`src/rtl/hyperbus_w2phy.sv`:
```
// Write-data splitter: registers one AXI W beat, then emits it as a stream of
// 2*NumPhys-byte PHY words with per-byte strobes masked to the beat's valid window.
module hyperbus_w2phy #(
    parameter int AxiDataWidth = 64,
    parameter int NumPhys      = 2,
    parameter int BurstLength  = 8,
    parameter int AddrWidth    = $clog2(AxiDataWidth/8)
) (
    input  logic                      clk_i,
    input  logic                      rst_ni,
    input  logic                      trans_handshake,
    input  logic                      is_a_read,
    input  logic [AddrWidth-1:0]      start_addr,
    input  logic [2:0]                size,
    input  logic [BurstLength-1:0]    burst_len,
    input  logic                      axi_valid_i,
    output logic                      axi_ready_o,
    input  logic [AxiDataWidth-1:0]   axi_data_i,
    input  logic [AxiDataWidth/8-1:0] axi_strb_i,
    input  logic                      axi_last_i,
    output logic                      phy_valid_o,
    input  logic                      phy_ready_i,
    output logic [16*NumPhys-1:0]     phy_data_o,
    output logic [2*NumPhys-1:0]      phy_strb_o,
    output logic                      phy_last_o,
    output logic                      last_err_o
);
    localparam int Npb    = 2*NumPhys;
    localparam int NpbLog = $clog2(Npb);
    localparam int PhyW   = 8*Npb;
    localparam int StrbW  = AxiDataWidth/8;

    typedef enum logic [1:0] {Idle, WaitBeat, Send} state_e;

    state_e                  state;
    logic [BurstLength-1:0]  axi_addr, beat_end, phy_cnt, beats_left;
    logic [2:0]              size_q;
    logic [AxiDataWidth-1:0] data_q;
    logic [StrbW-1:0]        strb_q;

    logic [BurstLength-1:0]          next_cnt;
    logic                            word_done;
    logic [AddrWidth-1:0]            word_idx;
    logic [Npb-1:0]                  strb_w;
    logic [Npb-1:0][BurstLength-1:0] byte_pos;

    assign next_cnt  = phy_cnt + BurstLength'(Npb);
    assign word_done = next_cnt >= beat_end;
    // Lane selection uses only the low address bits, so addresses wrap across the bus.
    assign word_idx  = phy_cnt[AddrWidth-1:0] >> NpbLog;
    assign strb_w    = Npb'(strb_q >> (Npb * int'(word_idx)));

    for (genvar j = 0; j < Npb; j++) begin : g_pos
        assign byte_pos[j] = phy_cnt + BurstLength'(j);
    end

    // Data-path outputs are gated by the valid flop so reset forces them to 0 at once.
    always_comb begin
        phy_data_o = '0;
        phy_strb_o = '0;
        phy_last_o = 1'b0;
        if (phy_valid_o) begin
            phy_data_o = PhyW'(data_q >> (PhyW * int'(word_idx)));
            for (int j = 0; j < Npb; j++)
                phy_strb_o[j] = strb_w[j] && (byte_pos[j] >= axi_addr) && (byte_pos[j] < beat_end);
            phy_last_o = (beats_left == '0) && word_done;
        end
    end

    always_ff @(posedge clk_i or negedge rst_ni) begin
        if (!rst_ni) begin
            state       <= Idle;
            axi_addr    <= '0;
            beat_end    <= '0;
            phy_cnt     <= '0;
            beats_left  <= '0;
            size_q      <= '0;
            data_q      <= '0;
            strb_q      <= '0;
            axi_ready_o <= 1'b0;
            phy_valid_o <= 1'b0;
            last_err_o  <= 1'b0;
        end else begin
            last_err_o <= 1'b0;
            case (state)
                Idle: if (trans_handshake && !is_a_read) begin
                    axi_addr    <= BurstLength'(start_addr);
                    size_q      <= size;
                    beats_left  <= burst_len;
                    axi_ready_o <= 1'b1;
                    state       <= WaitBeat;
                end
                WaitBeat: if (axi_valid_i) begin
                    data_q      <= axi_data_i;
                    strb_q      <= axi_strb_i;
                    beat_end    <= ((axi_addr >> size_q) << size_q) + (BurstLength'(1) << size_q);
                    phy_cnt     <= axi_addr & ~BurstLength'(Npb - 1);
                    last_err_o  <= axi_last_i != (beats_left == '0);
                    axi_ready_o <= 1'b0;
                    phy_valid_o <= 1'b1;
                    state       <= Send;
                end
                Send: if (phy_ready_i) begin
                    phy_cnt <= next_cnt;
                    if (word_done) begin
                        axi_addr    <= beat_end;
                        beats_left  <= beats_left - 1'b1;
                        phy_valid_o <= 1'b0;
                        if (beats_left == '0) begin
                            state <= Idle;
                        end else begin
                            state       <= WaitBeat;
                            axi_ready_o <= 1'b1;
                        end
                    end
                end
                default: state <= Idle;
            endcase
        end
    end
endmodule
```
`config.mk`:
```
export PLATFORM = sky130hd
export DESIGN_NAME = hyperbus_w2phy
export DESIGN_NICKNAME = d
export VERILOG_FILES = /design/src/rtl/hyperbus_w2phy.sv
export SDC_FILE = /design/constraint.sdc
export NUM_CORES = 1
export LEC_CHECK = 0
export ABC_CLOCK_PERIOD_IN_PS = 7000
export BUFFER_PORTS_ARGS = -buffer_cell sky130_fd_sc_hd__buf_2
export CAP_MARGIN = 20
export CELL_PAD_IN_SITES_DETAIL_PLACEMENT = 1
export CELL_PAD_IN_SITES_GLOBAL_PLACEMENT = 1
export CORE_MARGIN = 5
export CORE_UTILIZATION = 46
export CTS_BUF_LIST = sky130_fd_sc_hd__clkbuf_16
export CTS_CLUSTER_SIZE = 10
export DETAILED_ROUTE_END_ITERATION = 6
export GPL_TIMING_DRIVEN = 0
export PLACE_DENSITY = 0.94
export REMOVE_ABC_BUFFERS = 1
export SLEW_MARGIN = 15
export SYNTH_ARGS = -nofsm -noshare
export SYNTH_HDL_FRONTEND = slang
export SYNTH_SLANG_ARGS = --single-unit
```
`constraint.sdc`:
```
create_clock -name clk_i -period 7 [get_ports clk_i]
set_clock_uncertainty 0.2 [all_clocks]
set_input_delay 0.35 -clock clk_i [delete_from_list [all_inputs] [get_ports clk_i]]
set_output_delay 0.35 -clock clk_i [all_outputs]
set_load 0.02 [all_outputs]
```
==> key figures, run 1 <==
Global route
  – Total gr overflow: 0
  – Largest net degree at the start of global routing: 88
  – Vias in the first global route: 5874
  – First-pass GRT wire length: 31000 µm
  – Overall Global Routing Usage: 24.2%
  – Initial antenna violation count: 1

Cells and area
  – Post-route cell area: 7530 µm²
  – Antenna diodes: 0
  – Layout cells sized above 1: 32.4%
  – Area Overhead vs Synth: 18.1%
  – Final Net Count: 858

Place
  – Gpl congestion: 0.864
  – PortBufs: 132
  – DP Wirelength: 13700 µm
  – Cell Area, Placed: 7180 µm²

Detailed routing
  – 1st-iter DRT viols: 224
  – Residual DRC: 0
  – Via count: 5188
  – First-pass iteration count of the detailed router: 4
  – Routed length per instance: 21.3 µm
  – Routed Antenna Nets: 0
  – Overall routed net length: 19200 µm
  – Routed vias/inst: 5.75

Clock network
  – CTS tree: yes
  – CTS Buf Count: 9
  – Setup bufs post-CTS: 0
  – H-Tree Depth: 3
  – Root Buffer: clkbuf_16
  – Worst-skew pair later-pin latency: 0.37 ns
  – Longest Clk Path Bufs: 2
  – Clk sink count: 110
  – Clk slew on worst S/H paths: 0.08 ns

Timing
  – Max_slew headroom: 34.9%
  – RSZ-0062 raised after global routing: no
  – Pins Over Slew Limit: 0
  – Hold WS: 0.000549 ns
  – Final Setup Violations: 0
  – Part of the cycle the worst path needs: 58.1%
  – Fin crit period: 4.07 ns
  – Setup TNS Final: 0 ns
  – Worst-Margin Slew: 0.970 ns
  – Final hold viol count: 0
  – Fmax: 246 MHz

Synthesis
  – Synth async-reset ratio: 100%
  – Most common cell in the netlist: dfrtp_1
  – Top cells by area, synth: dfrtp_1, mux2_2, ha_1
  – Seq cells post-synth: 110
  – Ys Warns: 0
  – Synth area leader: dfrtp_1
  – EDFF count, synth: 0
  – Yosys top cell area share: 43.2%
  – Synth unique cells: 63
  – Top FF cell, synth: dfrtp_1
  – Post-Syn Instances: 599
  – Top cells by count, synth: dfrtp_1, mux2_2, nor2_1
  – Seq/Total Area, Yosys: 43.2%
  – Mean post-synth cell area: 10.6 µm²
  – Post-Syn Area: 6370 µm²

Die
  – Row count: 43
  – Initial Utilization: 46.4%
  – Core area: 13700 µm²
  – Num ports: 133
  – Chip Height: 128 µm
  – Die Footprint: 16300 µm²
  – Die X: 128 µm

Power
  – Gate power share: 53.1%
  – Total Power: 3.89 mW
  – Sw power: 1.79 mW
  – LEAKAGE: 3.54 nW
  – Clock share of power: 13.6%
  – Peak supply drop: 0.000299 V
  – Sw Share: 46.0%
  – Seq pwr share: 33.3%
  – Power Density: 516 nW/µm²
  – Internal cell power: 2.10 mW

Outcome
  – Status: finished clean

Worst hold path
  – WHS Path Cells: 3
  – Hold EP: size_q[1]$_DFFE_PN0P_
  – Type of the tightest min-delay check: in -> reg
  – HP Start: size[1]

Worst setup path
  – R2r setup slk: 3.11 ns
  – CP Launch Type: flop
  – CP Data Required Time: 6.45 ns
  – Max FO, Critical Path: 47
  – R2r startpoint: phy_cnt[2]$_DFFE_PN0P_
  – Critical path endpoint category: output port
  – Reg2Reg Depth: 9
  – WP data arrival: 3.52 ns
  – Reg2reg end: axi_addr[2]$_DFFE_PN0P_
  – Critical path class: reg -> out

Run
  – Max Cap Violations: 0
[power by group through the flow]
stage | Combinational (mW) | Clock [mW] | Sequential [mW]
CTS | 2.07 | 0.536 | 1.29
global route | 2.27 | 0.564 | 1.34
detailed placement | 2.03 | 0 | 1.29
floorplan | 1.47 | 0 | 1.17
global placement | 1.88 | 0 | 1.25
finish | 2.06 | 0.528 | 1.29
[kinds of logic after synthesis]
group / count (synthesis) / share of synthesized area (%)
xor gates and xnor gates: 11 / 1.51
adders and majority gates: 48 / 9.54
AOI/OAI and AO/OA: 106 / 11.0
and+or+nand+nor: 156 / 12.2
buffers and inverters: 58 / 3.85
DFF: 110 / 43.2
muxes: 110 / 18.7
[how the worst max path moves through the flow]
stage	start	slack (ns)	cells after the start	to
floorplan	phy_cnt[2]$_DFFE_PN0P_	3.05	8	phy_last_o
global placement	phy_cnt[2]$_DFFE_PN0P_	2.07	9	axi_addr[2]$_DFFE_PN0P_
detailed placement	phy_cnt[2]$_DFFE_PN0P_	3.17	9	axi_addr[2]$_DFFE_PN0P_
CTS	phy_cnt[2]$_DFFE_PN0P_	2.93	9	phy_last_o
global route	phy_cnt[2]$_DFFE_PN0P_	2.71	9	phy_last_o
finish	phy_cnt[2]$_DFFE_PN0P_	2.93	9	phy_last_o
[worst max-delay path: stages (launching register included)]
cell and delay (ns):
dfrtp_4 0.92, ha_1 0.36, nand3_1 0.12, xnor2_1 0.26, ha_1 0.31, a21oi_1 0.14, a21boi_1 0.13, or3_1 0.48
and3_1 0.23, buf_2 0.15
[sequential cells by signal, summed over array words and instances, names as in the netlist]
name	flops
axi_addr	8
axi_ready_o	1
beat_end	8
beats_left	8
data_q	64
last_err_o	1
phy_cnt	6
phy_valid_o	1
size_q	3
state	2
strb_q	8
[cells in the final DEF, fill, tap and decap left out, types with 3 or more instances in the layout]
master / instances
o32ai_1: 3
o21a_1: 11
xor2_1: 3
nand3_1: 11
nand4_1: 5
a211oi_1: 4
inv_1: 25
nor2_1: 57
or3_1: 3
and2_1: 4
xnor2_1: 8
clkbuf_16: 9
ha_1: 47
buf_2: 131
mux2_2: 74
and3_1: 4
nand2_1: 30
o22ai_1: 10
nor3_1: 12
a21o_1: 3
a21oi_1: 24
dlygate4sd3_1: 5
nor3b_1: 8
nor2b_1: 3
o21ai_0: 22
mux2i_1: 36
dfrtp_1: 109
[metal layers]
metal	GRT usage (%)	part of all wire (%)	vias up
met4	7.55	1.9	2
met5	0	0.068	-
li1	-	-	2395
met2	43.9	53	150
met1	27.6	38	2609
met3	6.71	6.9	32
[cell type report]
class,count,area (µm²)
fill,1522,6190
timing repair buffer,139,772
clock inverter,7,72.6
clock buffer,9,225
multi-input combinational,431,3380
sequential,110,2760
inverter,26,97.6
tap,180,225
[stage by stage]
stage | util (%) | instances | worst slack (ns)
3_3_place_gp | 51.8 | 879 | 2.07
2_1_floorplan | - | 567 | 3.05
4_1_cts | 54.9 | 902 | 2.93
6_report | 54.9 | 902 | 2.93
3_5_place_dp | 52.3 | 881 | 3.17
5_1_grt | 54.9 | 902 | 2.71
[repair_timing]
action                                 4_1_cts  5_1_grt
endpoints found under the hold margin       27        0
gates resized for setup                      0        0
hold buffers                                 5        0
No activity file was read; power rests on OpenSTA's default activity.
==> inputs of run 2 (changes only) <==
--- a/config.mk
+++ b/config.mk
@@ -5,18 +5,18 @@
 export SDC_FILE = /design/constraint.sdc
 export NUM_CORES = 1
 export LEC_CHECK = 0
-export ABC_CLOCK_PERIOD_IN_PS = 7000
+export ABC_CLOCK_PERIOD_IN_PS = 4100
 export BUFFER_PORTS_ARGS = -buffer_cell sky130_fd_sc_hd__buf_2
 export CAP_MARGIN = 20
 export CELL_PAD_IN_SITES_DETAIL_PLACEMENT = 1
 export CELL_PAD_IN_SITES_GLOBAL_PLACEMENT = 1
 export CORE_MARGIN = 5
-export CORE_UTILIZATION = 46
+export CORE_UTILIZATION = 43
 export CTS_BUF_LIST = sky130_fd_sc_hd__clkbuf_16
 export CTS_CLUSTER_SIZE = 10
 export DETAILED_ROUTE_END_ITERATION = 6
 export GPL_TIMING_DRIVEN = 0
-export PLACE_DENSITY = 0.94
+export PLACE_DENSITY = 0.9
 export REMOVE_ABC_BUFFERS = 1
 export SLEW_MARGIN = 15
 export SYNTH_ARGS = -nofsm -noshare
==> constraint.sdc (replaced) <==
create_clock -name clk_i -period 4.1 [get_ports clk_i]
set_clock_uncertainty 0.2 [all_clocks]
set_input_delay 0.205 -clock clk_i [delete_from_list [all_inputs] [get_ports clk_i]]
set_output_delay 0.205 -clock clk_i [all_outputs]
set_load 0.02 [all_outputs]
==> run 2 against run 1 <==
Compared with the run above: flip-flop and latch count unchanged; global-route usage down 0.32 points; clock-buffer cell count unchanged; critical path depth unchanged; cell count up 9.5%; cell area up 11%; routed wire length up 7.4%; non-clock buffer count up 82; setup slack worse by 2.6 ns; sequential share of layout area down 3.7 points; first-iteration DRC count down 7.1%; highest routed layer is now met4; critical path type unchanged.
==> key figures, run 2 (synthesis gave the netlist of run 1 again) <==
Clock network
  – Clk slew on worst S/H paths: 0.07 ns
  – Root Buffer: clkbuf_16
  – Longest Clk Path Bufs: 2
  – Worst-skew pair later-pin latency: 0.35 ns
  – H-Tree Depth: 3
  – CTS tree: yes
  – CTS Buf Count: 9
  – Clk sink count: 110

Global route
  – First-pass GRT wire length: 34000 µm
  – Largest net degree at the start of global routing: 64
  – Vias in the first global route: 6378
  – Met3 usage: 5.99%
  – Overall Global Routing Usage: 23.9%
  – Total gr overflow: 0
  – Met2 usage: 42.8%
  – Initial antenna violation count: 1
  – Most Used Layer, Global Route: met2
  – Met1 Use GR: 28.3%

Worst hold path
  – Hold EP: beats_left[4]$_DFFE_PN0P_
  – HP Start: burst_len[4]
  – WHS Path Cells: 3
  – Type of the tightest min-delay check: in -> reg

Timing
  – RSZ-0062 raised after global routing: no
  – Final hold viol count: 0
  – Pins Over Slew Limit: 0
  – Fin crit period: 3.74 ns
  – Setup TNS Final: 0 ns
  – Setup ws final: 0.360 ns
  – Part of the cycle the worst path needs: 91.2%
  – Max_slew headroom: 42.0%
  – Fmax: 267 MHz
  – Final Setup Violations: 0
  – Worst-Margin Slew: 0.859 ns

Worst setup path
  – Reg2Reg Depth: 9
  – WP data arrival: 3.34 ns
  – Max FO, Critical Path: 25
  – R2r startpoint: phy_cnt[2]$_DFFE_PN0P_
  – CP Launch Type: flop
  – Reg2reg end: axi_addr[2]$_DFFE_PN0P_
  – R2r setup slk: 0.63 ns
  – Critical path endpoint category: output port
  – Slowest-stage cell, CP: dfrtp_4
  – Crit path cell chain: ha_1 > nand3_1 > xnor2_1 > ha_1 > a21oi_1 > a21boi_1 > or3_1 > and3_1 > buf_2
  – CP Data Required Time: 3.69 ns
  – Most frequent cell on the critical path: ha_1
  – Worst path max stage delay: 0.74 ns
  – Critical path class: reg -> out

Detailed routing
  – Routed length per instance: 20.9 µm
  – Via count: 5530
  – 1st-iter DRT viols: 208
  – First-pass iteration count of the detailed router: 4
  – Routed vias/inst: 5.60
  – Residual DRC: 0
  – Overall routed net length: 20600 µm
  – Routed Antenna Nets: 0

Power
  – Gate power share: 54.5%
  – Internal cell power: 3.71 mW
  – Peak supply drop: 0.000528 V
  – Seq pwr share: 32.0%
  – LEAKAGE: 3.89 nW
  – Clock share of power: 13.4%
  – Power Density: 808 nW/µm²
  – Sw power: 3.06 mW
  – Sw Share: 45.2%

Cells and area
  – Top reg by flops: data_q
  – Layout cells sized above 1: 29.3%
  – Most frequent cells in the layout: buf_2, dfrtp_1, dlygate4sd3_1
  – Multi-input gate area: 3380 µm²
  – Area Overhead vs Synth: 31.4%
  – Most common cell after layout, fill and taps aside: buf_2
  – Final Net Count: 940
  – Largest register FFs: 64
  – Register area: 2760 µm²
  – Fillers: 1568

Die
  – Initial Utilization: 43.8%
  – Row count: 44
  – Core area: 14500 µm²
  – Die X: 132 µm
  – Chip Height: 132 µm
  – Num ports: 133
  – Die Footprint: 17400 µm²

Run
  – Max Cap Violations: 0

Place
  – DP Wirelength: 12900 µm
  – Pre-CTS WS: 0.172 ns
  – PortBufs: 132
  – Gpl congestion: 0.861

Outcome
  – Status: finished clean
==> run 2: cell types whose count changed in the layout (fill, tap and decap cells not counted), sizes merged <==
cell         change
bufinv           +1
buf              +1
dlygate4sd3     +81
diode            +1
inv              -1
clkinvlp         -1
==> run 2: layout make-up <==
type | instances | area share [%]
Antenna cell | 1 | 0.0299
Clock buffer | 9 | 2.69
Clock inverter | 6 | 0.941
Inverter | 26 | 1.17
Multi-Input combinational cell | 431 | 40.4
Sequential cell | 110 | 32.9
Tap cell | 184 | 2.75
Timing Repair Buffer | 221 | 19.1
==> run 2: timing repair <==
| action | in CTS | in global routing |
|---|---|---|
| setup buffers | 0 | 1 |
| endpoints found under the hold margin | 133 | 0 |
| resized for setup | 0 | 1 |
| endpoints found under the setup margin | 0 | 2 |
| hold buffers | 86 | 0 |
==> run 2: power groups by stage <==
stage	Sequential, mW	Combinational [mW]	Clock (mW)
after floorplan	2.00	2.50	0
after global placement	2.12	3.25	0
after detailed placement	2.19	3.43	0
after CTS	2.18	3.56	0.931
after global routing	2.23	4.07	0.982
final	2.17	3.69	0.910
==> run 2: how the worst max path moves through the flow <==
stage | from | endpoint | cells past startpoint
2_1_floorplan | phy_cnt[2]$_DFFE_PN0P_ | axi_addr[2]$_DFFE_PN0P_ | 9
3_3_place_gp | state[0]$_DFFE_PN0P_ | phy_cnt[2]$_DFFE_PN0P_ | 5
3_5_place_dp | phy_cnt[2]$_DFFE_PN0P_ | axi_addr[2]$_DFFE_PN0P_ | 9
4_1_cts | phy_cnt[2]$_DFFE_PN0P_ | axi_addr[2]$_DFFE_PN0P_ | 9
5_1_grt | phy_cnt[2]$_DFFE_PN0P_ | phy_last_o | 9
6_report | phy_cnt[2]$_DFFE_PN0P_ | phy_last_o | 9
==> run 2: through the flow <==
step                instances  power [mW]  hold slack, ns  utilization, %  cell area, µm²
floorplan                 567        4.50          -0.291               -            6220
global placement          883        5.37           0.200            49.0            7120
detailed placement        885        5.62         -0.0195            49.4            7180
CTS                       986        6.66         0.00231            57.4            8350
global route              988        7.29          0.0246            57.6            8380
finish                    988        6.77          0.0309            57.6            8380
==> run 2: routing by layer <==
layer	part of all wire, %	wire length [µm]	vias up
met3	5.7	1170	37
met2	53	10900	178
met4	2.2	462	0
met1	39	8090	2755
met5	0	0	-
li1	-	-	2560
==> run 2: critical path: cells and delay by family (launching register included) <==
family / cells / cell delay (ns)
buffers and inverters: 1 / 0.15
adders and majority gates: 2 / 0.63
AOI/OAI and AO/OA: 2 / 0.32
and+or+nand+nor: 3 / 0.89
xor gates and xnor gates: 1 / 0.24
DFF: 1 / 0.74
==> inputs of run 3 (changes only) <==
--- a/config.mk
+++ b/config.mk
@@ -5,18 +5,20 @@
 export SDC_FILE = /design/constraint.sdc
 export NUM_CORES = 1
 export LEC_CHECK = 0
+export ABC_AREA = 1
 export ABC_CLOCK_PERIOD_IN_PS = 4100
 export BUFFER_PORTS_ARGS = -buffer_cell sky130_fd_sc_hd__buf_2
 export CAP_MARGIN = 20
 export CELL_PAD_IN_SITES_DETAIL_PLACEMENT = 1
 export CELL_PAD_IN_SITES_GLOBAL_PLACEMENT = 1
 export CORE_MARGIN = 5
-export CORE_UTILIZATION = 43
+export CORE_UTILIZATION = 40
 export CTS_BUF_LIST = sky130_fd_sc_hd__clkbuf_16
 export CTS_CLUSTER_SIZE = 10
 export DETAILED_ROUTE_END_ITERATION = 6
 export GPL_TIMING_DRIVEN = 0
-export PLACE_DENSITY = 0.9
+export PLACE_DENSITY = 0.89
+export RECOVER_POWER = 50
 export REMOVE_ABC_BUFFERS = 1
 export SLEW_MARGIN = 15
 export SYNTH_ARGS = -nofsm -noshare
==> run 3 against run 2 <==
Compared with the run above: the run now ends with capacitance limit, slew limit left; cell count increased by 39%; via count increased by 35%; area after synthesis increased by 8.5%; die area up 15%; synthesized cell count increased by 58%; clock-buffer cell count did not move; fmax decreased by 1.3%; register-to-register slack lost 0.32 ns; sequential power down 38%; critical path type is now reg -> reg; largest cell class unchanged.
==> key figures, run 3 <==
Timing
  – RSZ-0062 raised after global routing: no
  – Fmax: 264 MHz
  – Pins Over Slew Limit: 65
  – Fin crit period: 3.79 ns
  – Final hold viol count: 0
  – Part of the cycle the worst path needs: 92.4%
  – Max_slew headroom: -14.9%
  – Final Setup Violations: 0
  – Worst-Margin Slew: 1.72 ns
  – Hold WS: 0.209 ns

Die
  – Core area: 17100 µm²
  – Row count: 48
  – Chip Height: 141 µm
  – Die Footprint: 20000 µm²
  – Initial Utilization: 40.4%
  – Die X: 141 µm
  – Num ports: 133

Detailed routing
  – Via count: 7469
  – 1st-iter DRT viols: 486
  – Residual DRC: 0
  – First-pass iteration count of the detailed router: 5
  – Routed Antenna Nets: 0
  – Routed vias/inst: 5.45
  – Overall routed net length: 26900 µm
  – Routed length per instance: 19.7 µm

Cells and area
  – Final Net Count: 1278
  – Most frequent cells in the layout: nand2_1, buf_2, dfrtp_1
  – Layout cells sized above 1: 15.1%
  – Register area: 2750 µm²
  – Area Overhead vs Synth: 26.8%
  – Multi-input gate area: 3640 µm²
  – Post-route cell area: 8760 µm²
  – Largest register FFs: 64
  – Fillers: 2147
  – Fin util: 51.2%
  – Top reg by flops: data_q
  – Most common cell after layout, fill and taps aside: nand2_1

Synthesis
  – Most common cell in the netlist: nand2_1
  – Top cells by area, synth: dfrtp_1, nand2_1, ha_1
  – Post-Synth Simple-Gate Area: 31.8%
  – EDFF count, synth: 0
  – Seq cells post-synth: 110
  – Post-Syn Instances: 946
  – Seq/Total Area, Yosys: 39.8%
  – Xor/xnor cell area share of the yosys netlist: 1.01%
  – Multiplexer area fraction after synthesis: 0.434%
  – Synth Area in Adders: 8.80%
  – Post-Syn Area: 6910 µm²
  – Top FF cell, synth: dfrtp_1
  – Mean post-synth cell area: 7.31 µm²
  – Synth Area in Compound Gates: 10.9%
  – Synth unique cells: 38
  – Ys Warns: 0
  – Largest family of logic cells by synthesized area: simple AND/OR/NAND/NOR gates
  – Synth async-reset ratio: 100%
  – Synth area leader: dfrtp_1
  – Yosys top cell area share: 39.8%
  – Top cells by count, synth: nand2_1, dfrtp_1, nor2_1

Clock network
  – CTS tree: yes
  – CTS Buf Count: 9
  – Clk sink count: 110
  – Root Buffer: clkbuf_16
  – Clk slew on worst S/H paths: 0.08 ns
  – Longest Clk Path Bufs: 2
  – Worst-skew pair later-pin latency: 0.36 ns
  – H-Tree Depth: 3
  – Setup bufs post-CTS: 0

Power
  – Clock share of power: 23.3%
  – LEAKAGE: 4.82 nW
  – Gate power share: 42.2%
  – Internal cell power: 2.20 mW
  – Sw Share: 43.2%
  – Peak supply drop: 0.000220 V
  – Power Density: 443 nW/µm²
  – Seq pwr share: 34.6%
  – Sw power: 1.68 mW

Worst setup path
  – CP Data Required Time: 4.10 ns
  – Critical path class: reg -> reg
  – CP top delay family: buffers and inverters
  – CP Launch Type: flop
  – WP buf/inv: 3
  – Slowest-stage cell, CP: clkbuf_2
  – WP data arrival: 3.79 ns
  – Crit path cell chain: inv_2 > nor2_1 > nand2_1 > clkbuf_2 > inv_4 > nand3_1 > o21ai_0
  – Critical path endpoint category: flop
  – Max FO, Critical Path: 83
  – Worst path max stage delay: 1.16 ns

Place
  – DP Wirelength: 15200 µm
  – PortBufs: 132
  – Cell Area, Placed: 7660 µm²
  – Gpl congestion: 0.873

Outcome
  – Failing checks: capacitance limit, slew limit
  – Status: complete, but fails checks

Global route
  – Vias in the first global route: 8422
  – Initial antenna violation count: 3
  – First-pass GRT wire length: 44200 µm
  – Total gr overflow: 0
  – Largest net degree at the start of global routing: 84
  – Overall Global Routing Usage: 27.5%

Run
  – Max Cap Violations: 1

Worst hold path
  – Type of the tightest min-delay check: in -> reg
run 3: cell count changes in the layout (fill, tap and decap cells not counted), sizes merged, moves of 9 or more:
cell	delta
o21ai	+55
o21a	-10
nand2	+341
mux2	-74
inv	+26
nor3	-9
mux2i	-33
nand3	+39
a21oi	+14
nor2	+43
run 3: worst paths after layout:
check	startpoint	end	slack, ns	cells past startpoint
max in group asynchronous	rst_ni	data_q[63]$_DFFE_PN0P_	1.05	3
min in group asynchronous	rst_ni	data_q[8]$_DFFE_PN0P_	0.65	2
worst min-delay path	trans_handshake	state[0]$_DFFE_PN0P_	0.21	7
worst max-delay path	state[0]$_DFFE_PN0P_	beat_end[7]$_DFFE_PN0P_	0.31	7
worst min register to register	data_q[11]$_DFFE_PN0P_	data_q[11]$_DFFE_PN0P_	0.29	2
worst max register to register	state[0]$_DFFE_PN0P_	beat_end[7]$_DFFE_PN0P_	0.31	7
run 3: per-stage QoR:
step | power, mW | TNS, ns | cells | setup slack, ns
after floorplan | 2.36 | 0 | 900 | 1.09
after detailed placement | 2.83 | 0 | 1261 | 0.531
after global routing | 4.15 | 0 | 1370 | 0.124
after CTS | 3.79 | 0 | 1367 | 0.531
final | 3.88 | 0 | 1370 | 0.311
after global placement | 2.72 | -7.42 | 1257 | -0.465
run 3: kinds of logic after synthesis:
logic type / Yosys count
AND/OR/NAND/NOR: 543
AO/OA/AOI/OAI: 136
flip-flops: 110
buffers and inverters: 98
adder cells (fa/ha/maj): 48
XOR/XNOR: 8
multiplexers: 3
run 3: cell type report:
type | count | area share, %
diodes | 3 | 0.0857
clock buffers | 9 | 2.57
clock inverters | 7 | 0.642
inverters | 52 | 2.28
multi-input cells | 738 | 41.5
flip-flops and latches | 110 | 31.4
well taps | 225 | 3.21
repair buffers | 226 | 18.3
run 3: timing repair:
action / CTS / global route
hold buffers: 90 / 0
gates resized for setup: 0 / 0
endpoints found under the hold margin: 152 / 0
run 3: power by group through the flow:
stage	registers [mW]	clock network (mW)	logic (mW)
2_1_floorplan	1.31	0	1.05
3_3_place_gp	1.38	0	1.34
3_5_place_dp	1.35	0	1.48
4_1_cts	1.33	0.886	1.57
5_1_grt	1.36	0.942	1.85
6_report	1.34	0.904	1.64
run 3: worst register-to-register path: cells and delay by family, from the launching register on:
family	cells	cell delay, ns
buf+inv	3	1.94
compound gates	1	0.12
simple gates	3	0.95
flops	1	0.42
run 3: metal layers:
layer  share of wire (%)  wire length (µm)  GRT usage, %  vias up
li1                    -                 -             -     3437
met2                  51             13700          49.2      263
met3                 5.1              1360          4.48       84
met1                  40             10700          32.6     3685
met4                 4.5              1200          12.1        0
met5                   0                 0             0        -
